## src/rtl/switch_event_arbiter_pkg.sv

```systemverilog
// Shared types and defaults for the switch release-event arbiter.
package switch_event_arbiter_pkg;

    typedef enum logic [1:0] {
        IDLE    = 2'd0,
        OFFER   = 2'd1,
        HOLDOFF = 2'd2
    } state_t;

    localparam int DEF_NUM_CH         = 4;
    localparam int CLK_HZ             = 25_000_000;
    localparam int HOLDOFF_MS         = 10;
    localparam int DEF_HOLDOFF_CYCLES = CLK_HZ / 1000 * HOLDOFF_MS;

endpackage

```

## src/rtl/switch_event_arbiter_if.sv

```systemverilog
// Valid/ready event channel from the arbiter to the LED/consumer logic.
interface switch_event_arbiter_if #(
    parameter int CH_W = 2
);
    logic            o_Valid;
    logic [CH_W-1:0] o_Chan;
    logic            i_Ready;

    modport master (output o_Valid, output o_Chan, input i_Ready);
    modport slave  (input o_Valid, input o_Chan, output i_Ready);
endinterface

```

## src/rtl/switch_event_arbiter_queue.sv

```systemverilog
// Per-channel release detector with a one-deep pending flag and loss flag.
module sw_release_queue
    import switch_event_arbiter_pkg::*;
(
    input  logic i_Clk,
    input  logic i_Rst,
    input  logic i_Switch,
    input  logic i_Clear,
    input  logic i_Offered,
    output logic o_Pending,
    output logic o_Drop
);

    logic r_Hist;
    logic w_Edge;
    logic w_Lost;

    // A release that cannot be queued is lost; a grant clearing the flag frees the slot.
    always_comb begin
        w_Edge = r_Hist & ~i_Switch;
        w_Lost = w_Edge & ((o_Pending & ~i_Clear) | i_Offered);
    end

    // History, pending flag (set beats clear) and one-cycle loss flag.
    always_ff @(posedge i_Clk or posedge i_Rst) begin
        if (i_Rst) begin
            r_Hist    <= 1'b0;
            o_Pending <= 1'b0;
            o_Drop    <= 1'b0;
        end else begin
            r_Hist <= i_Switch;
            o_Drop <= w_Lost;
            if (w_Edge && !w_Lost) begin
                o_Pending <= 1'b1;
            end else if (i_Clear) begin
                o_Pending <= 1'b0;
            end
        end
    end

endmodule

```

## src/rtl/switch_event_arbiter.sv

```systemverilog
// Round-robin arbiter sharing one event/LED-toggle path among switch releases.
module switch_event_arbiter
    import switch_event_arbiter_pkg::*;
#(
    parameter int NUM_CH         = DEF_NUM_CH,
    parameter int CH_W           = 2,
    parameter int HOLDOFF_CYCLES = DEF_HOLDOFF_CYCLES,
    parameter int CNT_W          = 18
) (
    input  logic                  i_Clk,
    input  logic                  i_Rst,
    input  logic [NUM_CH-1:0]     i_Switch,
    switch_event_arbiter_if.master evt,
    output logic [NUM_CH-1:0]     o_LED,
    output logic [NUM_CH-1:0]     o_Pending,
    output logic                  o_Drop,
    output logic                  o_Busy
);

    localparam logic [CNT_W-1:0] HOLD_LOAD =
        (HOLDOFF_CYCLES == 0) ? '0 : CNT_W'(HOLDOFF_CYCLES - 1);

    state_t              r_State;
    state_t              w_Next;
    logic [CH_W-1:0]     r_Last;
    logic [CNT_W-1:0]    r_Cnt;
    logic [CH_W-1:0]     w_Idx;
    logic [CH_W-1:0]     w_Pick;
    logic                w_Found;
    logic                w_Grant;
    logic                w_Accept;
    logic [NUM_CH-1:0]   w_Clear;
    logic [NUM_CH-1:0]   w_Offered;
    logic [NUM_CH-1:0]   w_Drop;

    for (genvar g = 0; g < NUM_CH; g++) begin : g_ch
        sw_release_queue u_queue (
            .i_Clk     (i_Clk),
            .i_Rst     (i_Rst),
            .i_Switch  (i_Switch[g]),
            .i_Clear   (w_Clear[g]),
            .i_Offered (w_Offered[g]),
            .o_Pending (o_Pending[g]),
            .o_Drop    (w_Drop[g])
        );
    end

    assign o_Drop = |w_Drop;

    // Round-robin search: first pending channel after the last grant, wrapping.
    always_comb begin
        w_Found = 1'b0;
        w_Pick  = '0;
        w_Idx   = '0;
        for (int unsigned i = 1; i <= NUM_CH; i++) begin
            w_Idx = CH_W'((32'(r_Last) + i) % NUM_CH);
            if (!w_Found && o_Pending[w_Idx]) begin
                w_Found = 1'b1;
                w_Pick  = w_Idx;
            end
        end
    end

    // Next-state decision.
    always_comb begin
        w_Next = r_State;
        case (r_State)
            IDLE:    if (|o_Pending) w_Next = OFFER;
            OFFER:   if (evt.i_Ready) w_Next = (HOLDOFF_CYCLES == 0) ? IDLE : HOLDOFF;
            HOLDOFF: if (r_Cnt == '0) w_Next = IDLE;
            default: w_Next = IDLE;
        endcase
    end

    // Per-state actions feeding the datapath and the per-channel queues.
    always_comb begin
        w_Grant   = (r_State == IDLE) && w_Found;
        w_Accept  = (r_State == OFFER) && evt.i_Ready;
        w_Clear   = w_Grant ? (NUM_CH'(1) << w_Pick) : '0;
        w_Offered = evt.o_Valid ? (NUM_CH'(1) << evt.o_Chan) : '0;
    end

    // State register with valid/busy registered alongside it.
    always_ff @(posedge i_Clk or posedge i_Rst) begin
        if (i_Rst) begin
            r_State     <= IDLE;
            evt.o_Valid <= 1'b0;
            o_Busy      <= 1'b0;
        end else begin
            r_State     <= w_Next;
            evt.o_Valid <= (w_Next == OFFER);
            o_Busy      <= (w_Next != IDLE);
        end
    end

    // Granted channel, round-robin pointer, LED toggles and hold-off counter.
    always_ff @(posedge i_Clk or posedge i_Rst) begin
        if (i_Rst) begin
            evt.o_Chan <= '0;
            r_Last     <= CH_W'(NUM_CH - 1);
            r_Cnt      <= '0;
            o_LED      <= '0;
        end else begin
            if (w_Grant) begin
                evt.o_Chan <= w_Pick;
                r_Last     <= w_Pick;
            end
            if (w_Accept) begin
                o_LED <= o_LED ^ (NUM_CH'(1) << evt.o_Chan);
                r_Cnt <= HOLD_LOAD;
            end else if (r_State == HOLDOFF && r_Cnt != '0) begin
                r_Cnt <= r_Cnt - CNT_W'(1);
            end
        end
    end

endmodule
```

## src/flat_wrapper.sv

```systemverilog
// flat-port wrapper written by rule: the top's interface ports become plain ports
module switch_event_arbiter_flat import switch_event_arbiter_pkg::*;
#(
    parameter int NUM_CH         = DEF_NUM_CH,
    parameter int CH_W           = 2,
    parameter int HOLDOFF_CYCLES = DEF_HOLDOFF_CYCLES,
    parameter int CNT_W          = 18
)
  (i_Clk, i_Rst, i_Switch, o_LED, o_Pending, o_Drop, o_Busy, evt_o_Valid, evt_o_Chan, evt_i_Ready);
  switch_event_arbiter_if #(.CH_W(CH_W)) evt_i ();
  input  logic i_Clk;
  input  logic i_Rst;
  input  logic [NUM_CH-1:0] i_Switch;
  output logic [NUM_CH-1:0] o_LED;
  output logic [NUM_CH-1:0] o_Pending;
  output logic o_Drop;
  output logic o_Busy;
  output wire logic [$bits(evt_i.o_Valid)-1:0] evt_o_Valid;
  output wire logic [$bits(evt_i.o_Chan)-1:0] evt_o_Chan;
  input wire logic [$bits(evt_i.i_Ready)-1:0] evt_i_Ready;
  assign evt_o_Valid = evt_i.o_Valid;
  assign evt_o_Chan = evt_i.o_Chan;
  assign evt_i.i_Ready = evt_i_Ready;
  switch_event_arbiter #(.NUM_CH(NUM_CH), .CH_W(CH_W), .HOLDOFF_CYCLES(HOLDOFF_CYCLES), .CNT_W(CNT_W)) u_core (.i_Clk(i_Clk), .i_Rst(i_Rst), .i_Switch(i_Switch), .evt(evt_i), .o_LED(o_LED), .o_Pending(o_Pending), .o_Drop(o_Drop), .o_Busy(o_Busy));
endmodule
```

## config.mk

```make
export PLATFORM = sky130hd
export DESIGN_NAME = switch_event_arbiter_flat
export DESIGN_NICKNAME = d
export VERILOG_FILES = /design/src/rtl/switch_event_arbiter_pkg.sv /design/src/rtl/switch_event_arbiter_if.sv /design/src/rtl/switch_event_arbiter_queue.sv /design/src/rtl/switch_event_arbiter.sv /design/src/flat_wrapper.sv
export SDC_FILE = /design/constraint.sdc
export NUM_CORES = 1
export LEC_CHECK = 0
export ABC_AREA = 0
export CAP_MARGIN = 30
export CORE_ASPECT_RATIO = 0.8
export CORE_MARGIN = 1.5
export CORE_UTILIZATION = 60
export DETAILED_ROUTE_END_ITERATION = 16
export GPL_ROUTABILITY_DRIVEN = 0
export PLACE_DENSITY_LB_ADDON = 0.08
export SLEW_MARGIN = 10
export SYNTH_ARGS = -nofsm -noshare
export SYNTH_HDL_FRONTEND = slang
export SYNTH_SLANG_ARGS = --single-unit
export TNS_END_PERCENT = 30
```

## constraint.sdc

```tcl
create_clock -name i_Clk -period 2.7 [get_ports i_Clk]
set_input_delay 0.675 -clock i_Clk [delete_from_list [all_inputs] [get_ports i_Clk]]
set_output_delay 0.675 -clock i_Clk [all_outputs]
set_load 0.02 [all_outputs]
```

Yosys cells after proc, flatten, opt, wreduce, memory -nomap -nowiden
Index checks and enable logic that the tools add are counted.

word-level totals
  flip-flop bits (word level) = 42
  latch bits = 0
  memory bits (writable) = 0
  memory bits (read-only) = 0
  input bits = 7
  word-level logic and storage cells = 118
  memories kept = 0

operators by class
  add/sub/neg operators = 5
  multiply operators = 0
  divide/modulo/power cells = 0
  magnitude comparators = 4
  eq/ne operators = 3
  shifts and indexed selects = 2
  muxes and demuxes = 32
  bitwise logic cells = 25
  reductions and logical operators = 28

operator list
  operator                                              number
  two-way mux 18 bit                                    2
  zero test 18 bit                                      1
  nonzero test 18 bit                                   1
  subtractor 18 x 1 -> 18 bit (second input constant)   1
  two-way mux 1 bit                                     16
  two-way mux 2 bit                                     7
  bitwise AND 1 bit                                     12
  < comparator 2 x 3 -> 1 bit (second input constant)   4
  nonzero test 2 bit                                    6
  logical AND 1 bit                                     10
  binary-select mux 1 bit (select 2 bit)                4
  two-way mux 4 bit                                     2
  inverter 1 bit                                        8
  OR reduction 4 bit                                    2
  << shifter 1 x 2 -> 4 bit (first input constant)      2
  zero test 1 bit                                       7
  one-hot mux 2 bit (3 select lines)                    1
  adder 2 x 1 -> 2 bit (second input constant)          2
  adder 2 bit (second input constant)                   2
  equality test 2 x 1 -> 1 bit (second input constant)  2
  bitwise OR 1 bit                                      4
  bitwise XOR 4 bit                                     1
  equality test 2 bit (second input constant)           1
  zero test 2 bit                                       1

Longest topological paths before layout
Gate-level depths: netlist of run 1.

  depth after elaboration = 22
  depth in mapped cells = 7
  gate-level depth less buffers = 7

Hierarchy
Synthesis of run 1 repeated with hierarchy kept, for this count alone.

second synthesis, totals
  cell total of the unflattened synthesis = 204
  area total of the unflattened synthesis = 2,149.6 sq um

by module, submodules not included
  module                instances  cells each  area each (sq um)  seq. area each (sq um)
  switch_event_arbiter  1          168         1,669.1            753.2
  sw_release_queue      4          9           120.1              75.1

Least setup slack after synthesis of run 1
Ideal clock, no wire load.

  path kind = reg-to-reg
  start = register u_core.r_Cnt[0]
  end = register u_core.r_Cnt[7]
  library setup time = 0.132 ns
  arrival time = 1.624 ns
  data required time = 2.568 ns
  setup slack = 0.945 ns
  stages on the path, launching flop included = 8
  clock period less this slack = 1.755 ns
  cells stage by stage = dfrtp_1 inv_1 ha_1 nor3b_1 nand3_2 o21ai_2 nor3_1 or3b_1

on the way
  cells in the longest elaborated chain, start to end = 3
  elaborated cells between the ends (all ways) = 6
  those cells by class = add/sub (1); mux (2); reduce/logical (3)

ends and longest elaborated chain
  what                                                                RTL line                                                  RTL
  start: declaration                                                  switch_event_arbiter.sv:26                                logic [CNT_W-1:0] r_Cnt;
  start signal: assignment                                            switch_event_arbiter.sv:112                               r_Cnt <= r_Cnt - CNT_W'(1);
  subtractor 18 x 1 -> 18 bit or nonzero test 18 bit (tied branches)  switch_event_arbiter.sv:112, switch_event_arbiter.sv:111
  two-way mux 18 bit or logical AND 1 bit (tied branches)             switch_event_arbiter.sv:111                               end else if (r_State == HOLDOFF && r_Cnt != '0) begin
  two-way mux 18 bit or nonzero test 2 bit (tied branches)            --

Parallel ways exist; a longest one is shown, timed or not. The select of a mux whose other input is x is not followed.
A chain may end at the register's enable or synchronous reset.

Worst setup path in the final report of run 1
  start = register u_core.g_ch[2].u_queue.o_Drop
  end = output o_Drop

on the way
  cells in the longest elaborated chain, start to end = 1

ends and longest elaborated chain
  what                      RTL line                          RTL
  start: declaration        switch_event_arbiter_queue.sv:11  output logic o_Drop
  start signal: assignment  switch_event_arbiter_queue.sv:32  o_Drop <= w_Lost;
  OR reduction 4 bit        switch_event_arbiter.sv:48        assign o_Drop = |w_Drop;
  end: declaration          flat_wrapper.sv:16                output logic o_Drop;

Every way passes these cells.

==> results of run 1 <==
[cells in the final DEF (no fill, tap or decap), drive strengths merged, types with 6 or more instances in the layout]
master,netlist,final
a21oi,11,11
clkbuf,3,7
clkdlybuf4s50,0,19
dfrtp,40,40
inv,9,9
nand2,22,22
nand2b,12,12
nand3,8,8
nor2,16,16
nor3,6,6
nor4,6,6
o21ai,10,10
xor2,8,8
[cell type report]
class	count	area, um2
clock buffer	7	86.3
clock inverter	1	5.00
fill	224	845
inverter	9	33.8
multi-input combinational	144	905
sequential	42	1050
tap	40	50.0
timing repair buffer	20	198
[cell families after synthesis]
| kind of cell | count (synthesis) |
|---|---|
| AND/OR/NAND/NOR | 98 |
| XOR/XNOR | 12 |
| AO/OA/AOI/OAI | 30 |
| multiplexers | 3 |
| flip-flops | 42 |
| adder cells (fa/ha/maj) | 1 |
| buffers and inverters | 17 |
[through the flow]
step,std cells,hold WS [ps]
6_report,263,478
5_1_grt,263,492
4_1_cts,263,482
3_5_place_dp,255,471
3_3_place_gp,255,455
2_1_floorplan,203,450
[flip-flops by register name (all words and copies together) (netlist names)]
signal / count
u_core.evt.o_Chan: 2
u_core.evt.o_Valid: 1
u_core.g_ch.u_queue.o_Drop: 4
u_core.g_ch.u_queue.o_Pending: 4
u_core.g_ch.u_queue.r_Hist: 4
u_core.o_Busy: 1
u_core.o_LED: 4
u_core.r_Cnt: 18
u_core.r_Last: 2
u_core.r_State: 2
[worst max-delay path, stage by stage (launching register included)]
cell and delay (ps):
dfrtp_1 360, or4_1 510, clkdlybuf4s50_1 550
[per-layer routing]
layer	wire length, um	share of wire
met5	0	0
met4	25	0.0065
met3	174	0.045
met2	1800	0.46
met1	1880	0.48
[power breakdown]
part	switching (mW)	internal (mW)
logic	0.434	0.361
registers	0.184	0.793
clock network	0.197	0.206
[how the worst min path moves through the flow]
stage	from	depth (start not counted)	slack, ps	end
6_report	u_core.o_LED[3]	1	480	u_core.o_LED[3]
5_1_grt	u_core.o_LED[1]	1	490	u_core.o_LED[1]
4_1_cts	u_core.o_LED[1]	1	480	u_core.o_LED[1]
3_5_place_dp	u_core.o_LED[1]	1	470	u_core.o_LED[1]
3_3_place_gp	u_core.o_LED[1]	1	460	u_core.o_LED[1]
2_1_floorplan	u_core.r_Last[0]	2	450	u_core.r_Last[0]
==> impl_metrics.tcl, run 1 <==
set metrics [dict create \
    cts.path.max_buffers 2 \
    relSlewSlack 0.658 \
    cap_violations 0 \
    root_buffer "clkbuf_8" \
    peakVddDrop_uv 668 \
    die_area_mm2 0.00377 \
    yosysTopAreaCellShare 0.490 \
    overflow 0 \
    grt_usage 0.237 \
    cts-htree-levels 2 \
    setup_tns_ps 0 \
    wire_per_inst_um 14.7 \
    dieHeight_um 55.2 \
    place_ws_ps 587 \
    grt_first_pass_wirelength_um 6710 \
    drt_iter0_drc 154 \
    synthTopCellsByArea "dfrtp_1 (49%), nand2_1 (4.0%), nand2b_1 (3.7%)" \
    hpwl_um 2840 \
    clkLatencyLatePin_ps 290 \
    r2r-end "u_core.r_Cnt[7]" \
    maxSlewViolCount 0 \
    grt_setup_unrepaired "no" \
    endpoint_kind "output pin" \
    top_usage_layer "met2" \
    antenna_cells 0 \
    initial_core_util 0.644 \
    postCtsResizedCells 0 \
    period_needed_ps 2370 \
    status "finished, final reports clean" \
    grt_pass1_vias 1496 \
    reg2reg_slack_ps 740 \
    crit_fanout 1 \
    die_w_um 68.3 \
    setup_viol 0 \
    synth_top_area_cell "dfrtp_1" \
    post-route-period-util 0.879 \
    yosysMostFrequentCell "dfrtp_1" \
    clk_pin_slew_ps 70 \
    ctsHoldBuffers 0 \
    cts_inserted_buffers 5 \
    finClkSkew_ps 2.62 \
    synth_top_family_by_area "simple AND/OR/NAND/NOR gates" \
    post_synth_num_cell_types 40 \
    required_ps 2030 \
    cellLeakagePower_nw 0.980 \
    synth_compound_area_frac 0.0900 \
    drc 0 \
    row_count 18 \
    r2r_cells 7 \
    yosys_warnings 0 \
    critical_path.startpoint "u_core.g_ch[2].u_queue.o_Drop" \
    worstSetupPathType "reg -> out" \
    syn_inst 203 \
    area_delta_synth_final_pct 14.0 \
    core_mm2 0.00318 \
    vias_per_cell 5.70 \
    powerDensity_mw_per_mm2 933 \
    startpoint_type "register" \
    layout-drive-gt1-share 0.0987 \
    numPortBuffers 19 \
    io_pins 20 \
    cts_tree "yes" \
    synth_top_cells_by_count "dfrtp_1 (40), nand2_1 (22), nor2_1 (16)" \
    synth-main-ff-cell "dfrtp_1" \
    ys_ff_latch 42 \
    worst_pin_slew_ps 513 \
    met1_usage 0.346 \
    setup_ws_ps 326 \
    hold_violations 0 \
    use_met2 0.359 \
    synth_xor_area_frac 0.0514 \
    finalNetCount 230 \
    synth_fp_nets 211 \
    ys_seq_area_frac 0.515 \
    syn_area_per_cell_um2 10.1 \
    synthAdderAreaFrac 0.00612 \
    synth_edf_count 0 \
    cts_setup_buffers 0 \
    place_area_mm2 0.00224 \
    reg2reg_from "u_core.r_Cnt[0]" \
    antenna_found_initial 0 \
    synth_area_mm2 0.00204 \
    drt-pass1-iter-count 4 \
    drt-total-wl_um 3870 \
    finalPower_mw 2.17 \
    utilization 0.734 \
    gr-usage-met3 0.0550 \
    vias 1498 \
    cp_data_arrival_time_ps 1700 \
    grt_max_degree 43 \
    synthMuxAreaShare 0.0147 \
    clock-sinks 42 \
    async_reset_ff_frac 1.00 \
    synthSimpleGateAreaFrac 0.280 \
    hold_class "reg -> reg" \
    stdcell_area_mm2 0.00233 \
    worstSetupEndpoint "o_Drop" \
    ant_nets 0 \
    max_freq_ghz 0.421 \
]
No activity file was read; power rests on OpenSTA's default activity.
==> inputs of run 2 (changes only) <==
--- a/config.mk
+++ b/config.mk
@@ -12,6 +12,7 @@
 export CORE_UTILIZATION = 60
 export DETAILED_ROUTE_END_ITERATION = 16
 export GPL_ROUTABILITY_DRIVEN = 0
+export MAX_ROUTING_LAYER = met4
 export PLACE_DENSITY_LB_ADDON = 0.08
 export SLEW_MARGIN = 10
 export SYNTH_ARGS = -nofsm -noshare
==> impl_metrics.tcl, run 2 (synthesis results as in run 1) <==
set metrics [dict create \
    status "finished, final reports clean" \
    r2r-end "u_core.r_Cnt[7]" \
    ctsHoldBuffers 0 \
    drc 0 \
    numPortBuffers 19 \
    final_common_cell "dfrtp_1" \
    multi_input_area_um2 905 \
    n_fill_cell 224 \
    final-seq-area_mm2 0.00105 \
    ant_nets 0 \
    r2r_cells 7 \
    worstSetupPathType "reg -> out" \
    post-route-period-util 0.879 \
    cellLeakagePower_nw 0.980 \
    required_ps 2030 \
    slowest_delay_ps 550 \
    antenna_cells 0 \
    wl_met3_um 200 \
    die_w_um 68.3 \
    cts-htree-levels 2 \
    postCtsResizedCells 0 \
    cts_setup_buffers 0 \
    drt-pass1-iter-count 4 \
    hold_violations 0 \
    cp_slowest_cell "clkdlybuf4s50_1" \
    worstHoldEndpoint "u_core.o_LED[3]" \
    grt_first_pass_wirelength_um 6710 \
    clkLatencyLatePin_ps 290 \
    io_pins 20 \
    hold_class "reg -> reg" \
    min_from "u_core.o_LED[3]" \
    period_needed_ps 2370 \
    clk_pin_slew_ps 70 \
    finalPower_mw 2.17 \
    drt-total-wl_um 3870 \
    endpoint_kind "output pin" \
    drt_iter0_drc 150 \
    cap_violations 0 \
    startpoint_type "register" \
    stdcell_area_mm2 0.00233 \
    wire_per_inst_um 14.7 \
    overflow 0 \
    relSlewSlack 0.656 \
    row_count 18 \
    layout-drive-gt1-share 0.0987 \
    reg2reg_from "u_core.r_Cnt[0]" \
    reg2reg_slack_ps 730 \
    layout_common_cells "dfrtp_1 (40), nand2_1 (22), clkdlybuf4s50_1 (19)" \
    cts_tree "yes" \
    dieHeight_um 55.2 \
    min_delay_path_depth 1 \
    place_area_mm2 0.00224 \
    vias_per_cell 5.71 \
    setup_tns_ps 0 \
    setup_viol 0 \
    hpwl_um 2840 \
    cts_inserted_buffers 5 \
    top_layer_used "met4" \
    initial_core_util 0.644 \
    root_buffer "clkbuf_8" \
    clock-sinks 42 \
    peakVddDrop_uv 668 \
    worst_pin_slew_ps 516 \
    core_mm2 0.00318 \
    antenna_found_initial 0 \
    finalNetCount 230 \
    holdWs_ps 478 \
    grt_max_degree 43 \
    m1WireLength_um 1850 \
    grt_pass1_vias 1499 \
    vias 1502 \
    top_register "u_core.r_Cnt" \
    met2_length_um 1790 \
    grt_setup_unrepaired "no" \
    largest_register_ffs 18 \
    cts.path.max_buffers 2 \
    maxSlewViolCount 0 \
    area_delta_synth_final_pct 14.0 \
    cp_data_arrival_time_ps 1700 \
    die_area_mm2 0.00377 \
    finClkSkew_ps 4.02 \
    crit_fanout 1 \
    grt_usage 0.244 \
    path_cells "or4_1, clkdlybuf4s50_1" \
    utilization 0.734 \
    max_freq_ghz 0.422 \
    powerDensity_mw_per_mm2 932 \
]
run 2: cell counts in the layout (fill, tap and decap cells not counted):
No cell type changed its count.
run 2: final cells by class:
| cell class | count | area share |
|---|---|---|
| Clock buffer | 7 | 0.0370 |
| Clock inverter | 1 | 0.00215 |
| Inverter | 9 | 0.0145 |
| Multi-Input combinational cell | 144 | 0.388 |
| Sequential cell | 42 | 0.452 |
| Tap cell | 40 | 0.0215 |
| Timing Repair Buffer | 20 | 0.0848 |
run 2: stage by stage:
stage	std cells	worst slack, ps
2_1_floorplan	203	945
3_3_place_gp	255	640
3_5_place_dp	255	587
4_1_cts	263	314
5_1_grt	263	282
6_report	263	328
run 2: power by group:
| group | switching [mW] | total (mW) | internal (mW) | leakage [nW] |
|---|---|---|---|---|
| Clock | 0.196 | 0.402 | 0.206 | 0.0482 |
| Sequential | 0.184 | 0.977 | 0.793 | 0.482 |
| Combinational | 0.433 | 0.794 | 0.361 | 0.450 |
run 2: worst max-delay path by stage:
stage | depth (start not counted) | startpoint | endpoint
3_5_place_dp | 4 | evt_i_Ready | u_core.o_LED[1]
5_1_grt | 2 | u_core.g_ch[2].u_queue.o_Drop | o_Drop
4_1_cts | 2 | u_core.g_ch[2].u_queue.o_Drop | o_Drop
6_report | 2 | u_core.g_ch[2].u_queue.o_Drop | o_Drop
3_3_place_gp | 2 | u_core.g_ch[2].u_queue.o_Drop | o_Drop
2_1_floorplan | 7 | u_core.r_Cnt[0] | u_core.r_Cnt[7]
run 2: layer usage:
| layer | vias up | track usage |
|---|---|---|
| met2 | 45 | 0.359 |
| li1 | 740 | - |
| met5 | - | - |
| met1 | 713 | 0.346 |
| met3 | 4 | 0.0550 |
| met4 | 0 | 0.0600 |
run 2: critical path, delay by kind of cell (launching register included):
kind	cells	cell delay (ps)
flops	1	360
simple gates	1	510
buf+inv	1	550
